[src/rtl/uart_pkg.sv]
// Shared UART definitions: receiver FSM states and frame constants used by uart_rx and uart_tx.
package uart_pkg;

  localparam int DEFAULT_CLKS_PER_BIT = 868;
  localparam int UART_DATA_BITS       = 8;

  typedef enum logic [2:0] {
    IDLE,
    START,
    DATA,
    PARITY,
    STOP,
    WAIT_IDLE
  } rx_state_t;

endpackage

[src/rtl/uart_rx_if.sv]
// Received-byte bus from uart_rx to its consumer; o_parity_err exists only with UART_RX_PARITY_EN.
interface uart_rx_if;
  import uart_pkg::*;

  logic [UART_DATA_BITS-1:0] o_data;
  logic                      o_valid;
  logic                      o_frame_err;
  logic                      o_busy;
`ifdef UART_RX_PARITY_EN
  logic                      o_parity_err;
`endif

  modport master (
    output o_data,
    output o_valid,
    output o_frame_err,
`ifdef UART_RX_PARITY_EN
    output o_parity_err,
`endif
    output o_busy
  );

  modport slave (
    input o_data,
    input o_valid,
    input o_frame_err,
`ifdef UART_RX_PARITY_EN
    input o_parity_err,
`endif
    input o_busy
  );

endinterface

[src/rtl/sync_ff.sv]
// Multi-flop synchroniser for asynchronous single-bit inputs; resets to 1 so an idle-high line stays idle.
module sync_ff #(
  parameter int STAGES = 2
) (
  input  logic clk,
  input  logic rst,
  input  logic d,
  output logic q
);

  logic [STAGES-1:0] chain;

  always_ff @(posedge clk) begin
    if (rst) chain <= '1;
    else     chain <= {chain[STAGES-2:0], d};
  end

  assign q = chain[STAGES-1];

endmodule

[src/rtl/uart_rx.sv]
// 8N1 UART receiver sampling each bit at its centre; define UART_RX_PARITY_EN for an even-parity bit
// between the data bits and the stop bit.
module uart_rx
  import uart_pkg::*;
#(
  parameter int CLKS_PER_BIT = DEFAULT_CLKS_PER_BIT,
  parameter int SYNC_STAGES  = 2
) (
  input  logic      i_clock,
  input  logic      i_reset,
  input  logic      i_signal,
  uart_rx_if.master rx_out
);

  localparam int TICK_W = $clog2(CLKS_PER_BIT);
  localparam logic [TICK_W-1:0] HALF_TICK = TICK_W'(CLKS_PER_BIT / 2 - 1);
  localparam logic [TICK_W-1:0] LAST_TICK = TICK_W'(CLKS_PER_BIT - 1);
  localparam logic [2:0]        LAST_BIT  = 3'(UART_DATA_BITS - 1);

  logic                      rx_s;
  rx_state_t                 state;
  logic [TICK_W-1:0]         tick;
  logic [2:0]                bit_idx;
  logic [UART_DATA_BITS-1:0] shift;
  logic [UART_DATA_BITS-1:0] data_r;
  logic                      valid_r;
  logic                      frame_err_r;
  logic                      busy_r;
`ifdef UART_RX_PARITY_EN
  logic                      parity_bad;
  logic                      parity_err_r;
`endif

  sync_ff #(
    .STAGES(SYNC_STAGES)
  ) u_sync (
    .clk(i_clock),
    .rst(i_reset),
    .d  (i_signal),
    .q  (rx_s)
  );

  // Returning to IDLE at the stop-bit centre leaves half a bit to catch an immediately following start bit.
  always_ff @(posedge i_clock) begin
    if (i_reset) begin
      state       <= IDLE;
      tick        <= '0;
      bit_idx     <= '0;
      shift       <= '0;
      data_r      <= '0;
      valid_r     <= 1'b0;
      frame_err_r <= 1'b0;
      busy_r      <= 1'b0;
`ifdef UART_RX_PARITY_EN
      parity_bad   <= 1'b0;
      parity_err_r <= 1'b0;
`endif
    end else begin
      valid_r     <= 1'b0;
      frame_err_r <= 1'b0;
`ifdef UART_RX_PARITY_EN
      parity_err_r <= 1'b0;
`endif
      unique case (state)
        IDLE: begin
          if (!rx_s) begin
            state  <= START;
            tick   <= '0;
            busy_r <= 1'b1;
          end
        end
        START: begin
          if (tick == HALF_TICK) begin
            tick <= '0;
            if (!rx_s) begin
              state   <= DATA;
              bit_idx <= '0;
            end else begin
              state  <= IDLE;
              busy_r <= 1'b0;
            end
          end else begin
            tick <= tick + 1'b1;
          end
        end
        DATA: begin
          if (tick == LAST_TICK) begin
            shift   <= {rx_s, shift[UART_DATA_BITS-1:1]};
            tick    <= '0;
            bit_idx <= bit_idx + 1'b1;
            if (bit_idx == LAST_BIT) begin
`ifdef UART_RX_PARITY_EN
              state <= PARITY;
`else
              state <= STOP;
`endif
            end
          end else begin
            tick <= tick + 1'b1;
          end
        end
`ifdef UART_RX_PARITY_EN
        PARITY: begin
          if (tick == LAST_TICK) begin
            parity_bad <= (^shift) ^ rx_s;
            tick       <= '0;
            state      <= STOP;
          end else begin
            tick <= tick + 1'b1;
          end
        end
`endif
        STOP: begin
          if (tick == LAST_TICK) begin
            tick <= '0;
            if (rx_s) begin
              state  <= IDLE;
              busy_r <= 1'b0;
`ifdef UART_RX_PARITY_EN
              if (parity_bad) begin
                parity_err_r <= 1'b1;
              end else begin
                data_r  <= shift;
                valid_r <= 1'b1;
              end
`else
              data_r  <= shift;
              valid_r <= 1'b1;
`endif
            end else begin
              frame_err_r <= 1'b1;
              state       <= WAIT_IDLE;
            end
          end else begin
            tick <= tick + 1'b1;
          end
        end
        WAIT_IDLE: begin
          if (rx_s) begin
            state  <= IDLE;
            tick   <= '0;
            busy_r <= 1'b0;
          end
        end
        default: begin
          state  <= IDLE;
          tick   <= '0;
          busy_r <= 1'b0;
        end
      endcase
    end
  end

  assign rx_out.o_data      = data_r;
  assign rx_out.o_valid     = valid_r;
  assign rx_out.o_frame_err = frame_err_r;
  assign rx_out.o_busy      = busy_r;
`ifdef UART_RX_PARITY_EN
  assign rx_out.o_parity_err = parity_err_r;
`endif

endmodule

[src/flat_wrapper.sv]
// flat-port wrapper written by rule: the top's interface ports become plain ports
module uart_rx_flat import uart_pkg::*;
#(
  parameter int CLKS_PER_BIT = DEFAULT_CLKS_PER_BIT,
  parameter int SYNC_STAGES  = 2
)
  (i_clock, i_reset, i_signal, rx_out_o_data, rx_out_o_valid, rx_out_o_frame_err, rx_out_o_busy);
  uart_rx_if rx_out_i ();
  input  logic i_clock;
  input  logic i_reset;
  input  logic i_signal;
  output wire logic [$bits(rx_out_i.o_data)-1:0] rx_out_o_data;
  output wire logic [$bits(rx_out_i.o_valid)-1:0] rx_out_o_valid;
  output wire logic [$bits(rx_out_i.o_frame_err)-1:0] rx_out_o_frame_err;
  output wire logic [$bits(rx_out_i.o_busy)-1:0] rx_out_o_busy;
  assign rx_out_o_data = rx_out_i.o_data;
  assign rx_out_o_valid = rx_out_i.o_valid;
  assign rx_out_o_frame_err = rx_out_i.o_frame_err;
  assign rx_out_o_busy = rx_out_i.o_busy;
  uart_rx #(.CLKS_PER_BIT(CLKS_PER_BIT), .SYNC_STAGES(SYNC_STAGES)) u_core (.i_clock(i_clock), .i_reset(i_reset), .i_signal(i_signal), .rx_out(rx_out_i));
endmodule
[config.mk]
export PLATFORM = sky130hd
export DESIGN_NAME = uart_rx_flat
export DESIGN_NICKNAME = d
export VERILOG_FILES = /design/src/rtl/uart_pkg.sv /design/src/rtl/uart_rx_if.sv /design/src/rtl/sync_ff.sv /design/src/rtl/uart_rx.sv /design/src/flat_wrapper.sv
export SDC_FILE = /design/constraint.sdc
export NUM_CORES = 1
export LEC_CHECK = 0
export CORE_MARGIN = 2
export CORE_UTILIZATION = 47
export DETAILED_ROUTE_END_ITERATION = 7
export PLACE_DENSITY_LB_ADDON = 0.08
export SYNTH_ARGS = -nofsm -noshare
export SYNTH_HDL_FRONTEND = slang
export SYNTH_SLANG_ARGS = --single-unit
[constraint.sdc]
create_clock -name i_clock -period 2.4 [get_ports i_clock]
set_input_delay 0.6 -clock i_clock [delete_from_list [all_inputs] [get_ports i_clock]]
set_output_delay 0.6 -clock i_clock [all_outputs]
set_load 0.02 [all_outputs]
Word-level counts from Yosys, hierarchy flattened. Cells that the tools add are included.

Add/sub/neg operators: 2. Reduce and logical (&&, ||, !) cells: 10. Equal/unequal tests: 14. Bitwise gates (word level): 3. Multiplexer cells: 25.

Operators with widths (count): $mux 10 (4); $pmux 10 s4 (1); $mux 3 (10); $pmux 3 s5 (1); $add 10x1->10 const B (1); $eq 10x10->1 const B (1); $eq 10x9->1 const B (1); $eq 3x3->1 const B (3); $ne 2x1->1 const B (4); $reduce_and 4->1 (2); $mux 1 (6); $ne 2x2->1 const B (3); $pmux 3 s2 (1); $reduce_and 6->1 (1); $pmux 1 s5 (1); $reduce_and 2->1 (2); $add 3x1->3 const B (1); $eq 3x1->1 const B (1); $eq 3x2->1 const B (1); $logic_not 3->1 (1); $not 1->1 (3); $reduce_and 3->1 (1); $reduce_or 3->1 (1); $mux 2 (1); other kinds (2) (2).

Word-level logic and storage cells: 63. Input port bits: 3. Register bits: 37. Output and inout port bits: 11.

Longest topological paths before layout. Gate-level depths: netlist of run 1.

Depth after elaboration: 4. Gate-level depth with buffers: 8. Gate-level depth less buffers: 7.

Modules after synthesis. A second synthesis of run 1 with hierarchy kept.

Cell total of the unflattened synthesis: 189. Area total of the unflattened synthesis: 1732.9 sq um.

Modules (own cells, without submodules): uart_rx (cells an instance 185, area each 1680.4 sq um, sequential area each 700.7 sq um, instances 1); sync_ff (cells an instance 4, area each 52.6 sq um, sequential area each 40.0 sq um, instances 1).

Worst setup path after synthesis of run 1. No wires, ideal clock.

Path type: register to register. From: register u_core.tick[5]. To: register u_core.data_r[0] (netlist: u_core.rx_out.o_data[0]). Stages on the path, launching flop included: 7. Setup slack: 0.663 ns. Path buffers: 1. Clock period less this slack: 1.737 ns. Arrival time: 1.610 ns. Required time: 2.272 ns. Setup time: 0.128 ns. Cells stage by stage: dfxtp_1 or3b_4 nor4b_4 and3_1 buf_6 mux2i_1 nor2_1.

Word-level cells in the longest chain between the ends: 2.

Ends and longest elaborated chain: start, declared (line uart_rx.sv:22) `logic [TICK_W-1:0] tick;`; start signal, assigned (line uart_rx.sv:83) `tick <= tick + 1'b1;`; start signal, assigned (line uart_rx.sv:99) `tick <= tick + 1'b1;`; start signal, assigned (line uart_rx.sv:135) `tick <= tick + 1'b1;`; $eq 10x10->1 (line uart_rx.sv:114) `if (tick == LAST_TICK) begin`; $reduce_and 3->1 (no line); end signal, assigned (line uart_rx.sv:127) `data_r <= shift;`; end, declared (line uart_rx.sv:25) `logic [UART_DATA_BITS-1:0] data_r;`.

No other way between the ends. A chain may end at the register's enable or synchronous reset.

Final worst setup path of run 1. Same ends and word-level chain as after synthesis.

==> impl_metrics.tcl, run 1 <==
set metrics [dict create \
    clock_latency_ns 0.29 \
    critPathKind "register to register" \
    final_nets 208 \
    post_cts_buffers 0 \
    io_buffers 13 \
    drtAntennaViolNets 0 \
    switching_share_pct 20.6 \
    hold_viol 0 \
    cp_max_fo 9 \
    fmax_ghz 0.480 \
    ys_ff_latch 37 \
    relSlewSlack_pct 65.7 \
    numPlacedInstances 242 \
    pin_count 14 \
    register_area_sq_um 741 \
    final_common_cell "dfxtp_1" \
    die_area_sq_um 4330 \
    power_leakage_uw 0.000720 \
    power_density_nw_per_um2 593 \
    drt_iter0_drc 112 \
    postCtsHoldBufs 0 \
    cts_sinks 37 \
    area_growth_pct 15.0 \
    gr-total-overflow 0 \
    clockRootBuffer "clkbuf_8" \
    setup.worst_path.start_class "register" \
    gp_congestion 0.764 \
    multi_input_area_sq_um 983 \
    syn_nets 196 \
    status "finished clean" \
    pre_cts_slack_ns 0.304 \
    max-vdd-ir-drop_mv 0.413 \
    hold_path_class "register to register" \
    finalClockSkew_ns 0.00283 \
    design_area_sq_um 2060 \
    viasPerCell 5.60 \
    cp_data_required_time_ns 2.57 \
    arrival_ns 2.26 \
    cts_resized 0 \
    slew_viol_final 0 \
    grtUsageTotal_pct 18.0 \
    postLayoutCoreUtil_pct 56.4 \
    final_cell_mix "dfxtp_1 (37), nor2_1 (27), mux2i_1 (18), clkdlybuf4s50_1 (13)" \
    end_kind "register" \
    fillCellCount 327 \
    drv_cap 0 \
    via_count 1400 \
    yosysWarningCount 0 \
    cts_tree "built" \
    rows 22 \
    tns_ns 0 \
    p_int_uw 973 \
    antenna_found_initial 0 \
    post-route-drc-count 0 \
    worst_pin_slew_ns 0.514 \
    combPwrFrac_pct 3.4 \
    power_frac_clock_pct 45.8 \
    antenna-diode-count 0 \
    p_seq_share_pct 50.9 \
    hold_depth 1 \
    avgSynthCellArea_sq_um 9.50 \
    synth.distinct_cells 43 \
    detail_route.wirelength_microns 3420 \
    fin_cells 250 \
    grt_pass1_vias 1303 \
    start_util_pct 49.0 \
    cts_buffers 5 \
    core_sq_um 3660 \
    final.min_clock_period_ns 2.09 \
    grt_pass1_wl_microns 5990 \
    clock_path_buffers 2 \
    chipWidth_microns 65.8 \
    finalWorstSetupSlack_ns 0.315 \
    syn_area_sq_um 1800 \
    rsz0062_at_grt "false" \
    seq_area_frac_synth_pct 41.3 \
    die_h_microns 65.8 \
    grt_max_degree 34 \
    wl_per_cell_microns 13.7 \
    drive_above_1_share_pct 10.4 \
    ff2ff_path_depth 5 \
    syn-instance-count 189 \
    htreeDepth 2 \
    dp_hpwl_microns 2360 \
    finalCritPeriodShare_pct 86.9 \
    p_switching_uw 252 \
    setup_violations 0 \
    path_clk_slew_ns 0.07 \
    placed_cell_area_sq_um 1940 \
    dr.pass1.iters 4 \
]
==> logic make-up (layout without fill, tap and decap cells) <==
kind of cell,count (synthesis),in the layout,synth area share [%]
AO/OA/AOI/OAI,34,34,13.2
adder cells (fa/ha/maj),4,4,2.79
XOR/XNOR,3,3,1.46
multiplexers,19,19,10.7
flip-flops,37,37,41.3
AND/OR/NAND/NOR,79,79,26.7
buffers and inverters,13,26,3.97
==> flip-flops by register name (all words and copies together), names as in the netlist <==
name	cells
u_core.shift	8
u_core.rx_out.o_valid	1
u_core.tick	10
u_core.u_sync.chain	2
u_core.rx_out.o_busy	1
u_core.bit_idx	3
u_core.state	3
u_core.rx_out.o_frame_err	1
u_core.rx_out.o_data	8
==> through the flow <==
stage / power, uW / hold slack, ns
after floorplan: 664 / 0.389
after global placement: 677 / 0.392
after detailed placement: 678 / 0.401
after CTS: 1240 / 0.419
after global routing: 1280 / 0.455
final: 1220 / 0.416
==> area by class of cell <==
class	instances	share of cell area, %
inverter	2	0.364
sequential	37	35.9
clock buffer	6	4.00
multi-input combinational	139	47.6
timing repair buffer	16	7.39
clock inverter	2	1.82
tap	48	2.91
==> critical path: stages (launching register included) <==
cell and delay [ns]:
dfxtp_1 0.41, or3b_4 0.45, nor4b_4 0.28, and3_1 0.52
mux2i_1 0.25, nor2_1 0.05
==> cell usage after synthesis, drive strengths merged <==
| master | count | area share, % |
|---|---|---|
| a31oi | 2 | 0.70 |
| a211o | 1 | 0.56 |
| o31ai | 2 | 0.84 |
| xor2 | 2 | 0.98 |
| nand2 | 6 | 1.3 |
| a22oi | 2 | 0.84 |
| buf | 6 | 2.5 |
| a22o | 3 | 1.5 |
| o21a | 6 | 2.5 |
| nand3 | 4 | 1.1 |
| dfxtp | 37 | 41 |
| or3 | 2 | 0.70 |
| a21oi | 8 | 2.2 |
| nor4b | 3 | 2.3 |
| or3b | 3 | 1.6 |
| nand2b | 4 | 1.4 |
| o311ai | 3 | 1.5 |
| xnor2 | 1 | 0.49 |
| or2 | 2 | 0.70 |
| and3 | 4 | 1.4 |
| o211ai | 1 | 0.42 |
| nand3b | 3 | 1.3 |
| nor3b | 4 | 1.7 |
| inv | 2 | 0.42 |
| o21bai | 1 | 0.42 |
| o21ai | 4 | 1.1 |
| nor3 | 8 | 2.2 |
| ha | 4 | 2.8 |
| nor2 | 27 | 5.6 |
| a2111o | 1 | 0.63 |
| clkbuf | 5 | 1.0 |
| nor4 | 3 | 1.9 |
| mux2i | 18 | 10 |
| mux2 | 1 | 0.63 |
| nand4bb | 2 | 2.2 |
| nor2b | 4 | 1.4 |
==> power groups by stage <==
stage,sequential (uW),clock [uW],combinational (uW)
after floorplan,636,0,27.9
after global placement,637,0,40.5
after detailed placement,637,0,41.0
after CTS,623,575,41.2
after global routing,624,608,45.6
final,623,561,41.1
==> metal layers <==
| metal | global-route usage (%) | vias up | routed length, microns | share of wire, % |
|---|---|---|---|---|
| li1 | - | 703 | - | - |
| met1 | 23.6 | 669 | 1650 | 48 |
| met2 | 28.7 | 26 | 1620 | 47 |
| met3 | 4.26 | 2 | 123 | 3.6 |
| met4 | 6.51 | 0 | 31 | 0.91 |
| met5 | 0 | - | 0 | 0 |
==> worst paths after layout <==
kind | startpoint | endpoint | slack [ns]
max | u_core.tick[5] | u_core.rx_out.o_data[0] | 0.31
min reg2reg | u_core.u_sync.chain[0] | u_core.u_sync.chain[1] | 0.42
max reg2reg | u_core.tick[5] | u_core.rx_out.o_data[0] | 0.31
min | u_core.u_sync.chain[0] | u_core.u_sync.chain[1] | 0.42
(Power assumes the default switching activity.)
==> run 2: changes to the inputs <==
--- a/config.mk
+++ b/config.mk
@@ -8,7 +8,7 @@
 export CORE_MARGIN = 2
 export CORE_UTILIZATION = 47
 export DETAILED_ROUTE_END_ITERATION = 7
-export PLACE_DENSITY_LB_ADDON = 0.08
+export PLACE_DENSITY_LB_ADDON = 0.3
 export SYNTH_ARGS = -nofsm -noshare
 export SYNTH_HDL_FRONTEND = slang
 export SYNTH_SLANG_ARGS = --single-unit
==> run 2 against run 1 <==
Register-to-register slack barely moved. Critical path depth unchanged. Die area did not move. Total power decreased by 0.32%. Sequential power hardly changed. Maximum frequency shrank 0.32%. Clock-buffer cell count stayed put. Worst hold slack improved by 0.0039 ns. Non-clock buffer count down 1. Largest power group unchanged.
==> impl_metrics.tcl, run 2 (synthesis results as in run 1) <==
set metrics [dict create \
    status "finished clean" \
    detail_route.wirelength_microns 3490 \
    drv_cap 0 \
    drt_iter0_drc 116 \
    drive_above_1_share_pct 9.95 \
    dr.pass1.iters 4 \
    grt_pass1_wl_microns 6000 \
    clockRootBuffer "clkbuf_8" \
    final_nets 207 \
    io_buffers 13 \
    relSlewSlack_pct 65.5 \
    gr-total-overflow 0 \
    gp_congestion 0.874 \
    cts_resized 0 \
    clock_latency_ns 0.28 \
    critical_path.top_delay_family "simple AND/OR/NAND/NOR gates" \
    final_cell_mix "dfxtp_1 (37), nor2_1 (27), mux2i_1 (18), clkdlybuf4s50_1 (13)" \
    post-route-drc-count 0 \
    critPathKind "register to register" \
    drtAntennaViolNets 0 \
    hold_path_class "register to register" \
    power_leakage_uw 0.000716 \
    die_h_microns 65.8 \
    dp_hpwl_microns 2440 \
    postLayoutCoreUtil_pct 56.2 \
    arrival_ns 2.26 \
    combPwrFrac_pct 3.1 \
    post_cts_buffers 0 \
    area_growth_pct 14.6 \
    cts_buffers 5 \
    clock_path_buffers 2 \
    max-vdd-ir-drop_mv 0.338 \
    fin_hold_ws_ns 0.419 \
    rows 22 \
    cp_slowest_stage_delay_ns 0.52 \
    grtUsageTotal_pct 17.9 \
    die_area_sq_um 4330 \
    hold_viol 0 \
    setup.worst_path.start_class "register" \
    cts_sinks 37 \
    grt_pass1_vias 1316 \
    cp_data_required_time_ns 2.57 \
    p_seq_share_pct 51.1 \
    finalWorstSetupSlack_ns 0.308 \
    tns_ns 0 \
    fmax_ghz 0.478 \
    antenna-diode-count 0 \
    pin_count 14 \
    setup_violations 0 \
    switching_share_pct 20.4 \
    grt_max_degree 34 \
    cp_cell_sequence "or3b_4, nor4b_4, and3_1, mux2i_1, nor2_1" \
    cts_tree "built" \
    final_common_cell "dfxtp_1" \
    rsz0062_at_grt "false" \
    wl_per_cell_microns 14.0 \
    power_density_nw_per_um2 593 \
    path_clk_slew_ns 0.07 \
    postCtsHoldBufs 0 \
    antenna_found_initial 0 \
    start_util_pct 49.0 \
    finalCritPeriodShare_pct 87.2 \
    fillCellCount 316 \
    p_int_uw 972 \
    cp_max_fo 9 \
    power_frac_clock_pct 45.7 \
    p_switching_uw 249 \
    htreeDepth 2 \
    via_count 1402 \
    crit_slowest_cell "and3_1" \
    worst_pin_slew_ns 0.517 \
    final.min_clock_period_ns 2.09 \
    end_kind "register" \
    pre_cts_slack_ns 0.322 \
    finalClockSkew_ns 0.00442 \
    largest_register_ffs 10 \
    chipWidth_microns 65.8 \
    critPathBufInv 0 \
    core_sq_um 3660 \
    viasPerCell 5.63 \
    slew_viol_final 0 \
    regMostFlops "u_core.tick" \
]
-- run 2: cell types whose count changed in the layout (fill, tap and decap cells not counted) --
cell   before  now
buf_4       3    2
-- run 2: worst reg2reg max path, cell delays in order, from the launching register on --
cell and delay [ns]:
dfxtp_1 0.41, or3b_4 0.44, nor4b_4 0.30, and3_1 0.52, mux2i_1 0.25, nor2_1 0.06
-- run 2: power groups by stage --
stage | logic, uW | registers, uW | clock network (uW)
floorplan | 27.9 | 636 | 0
global placement | 37.6 | 639 | 0
detailed placement | 38.3 | 638 | 0
CTS | 38.4 | 624 | 564
global route | 42.6 | 625 | 591
finish | 38.4 | 624 | 558
-- run 2: worst paths after layout --
kind,depth (start not counted),endpoint,startpoint,slack [ns]
worst max register to register,5,u_core.rx_out.o_data[1],u_core.tick[5],0.31
worst min-delay path,1,u_core.u_sync.chain[1],u_core.u_sync.chain[0],0.42
worst max-delay path,5,u_core.rx_out.o_data[1],u_core.tick[5],0.31
worst min register to register,1,u_core.u_sync.chain[1],u_core.u_sync.chain[0],0.42
-- run 2: cell type report --
type	instances	area, sq um	share of cell area (%)
multi-input cells	139	983	47.8
flip-flops and latches	37	741	36.0
repair buffers	15	145	7.06
clock buffers	6	82.6	4.01
well taps	48	60.1	2.92
clock inverters	2	37.5	1.82
inverters	2	7.51	0.365
-- run 2: stage by stage --
stage	cell area (sq um)	power, uW	instances
6_report	2060	1220	249
5_1_grt	2060	1260	249
4_1_cts	2060	1230	249
3_5_place_dp	1940	677	241
3_3_place_gp	1940	676	241
2_1_floorplan	1800	664	189
-- run 2: layer usage --
layer,wire length (microns),vias up,global-route usage (%)
met4,56,0,8.33
met3,144,8,4.60
met2,1740,35,27.9
met1,1550,655,23.2
li1,-,704,-
met5,0,-,0
==> run 3: changes to the inputs <==
--- a/config.mk
+++ b/config.mk
@@ -12,3 +12,4 @@
 export SYNTH_ARGS = -nofsm -noshare
 export SYNTH_HDL_FRONTEND = slang
 export SYNTH_SLANG_ARGS = --single-unit
+export TNS_END_PERCENT = 1
==> results of run 3 <==
Same layout as run 2: the final DEF is identical, and so are final timing and power.
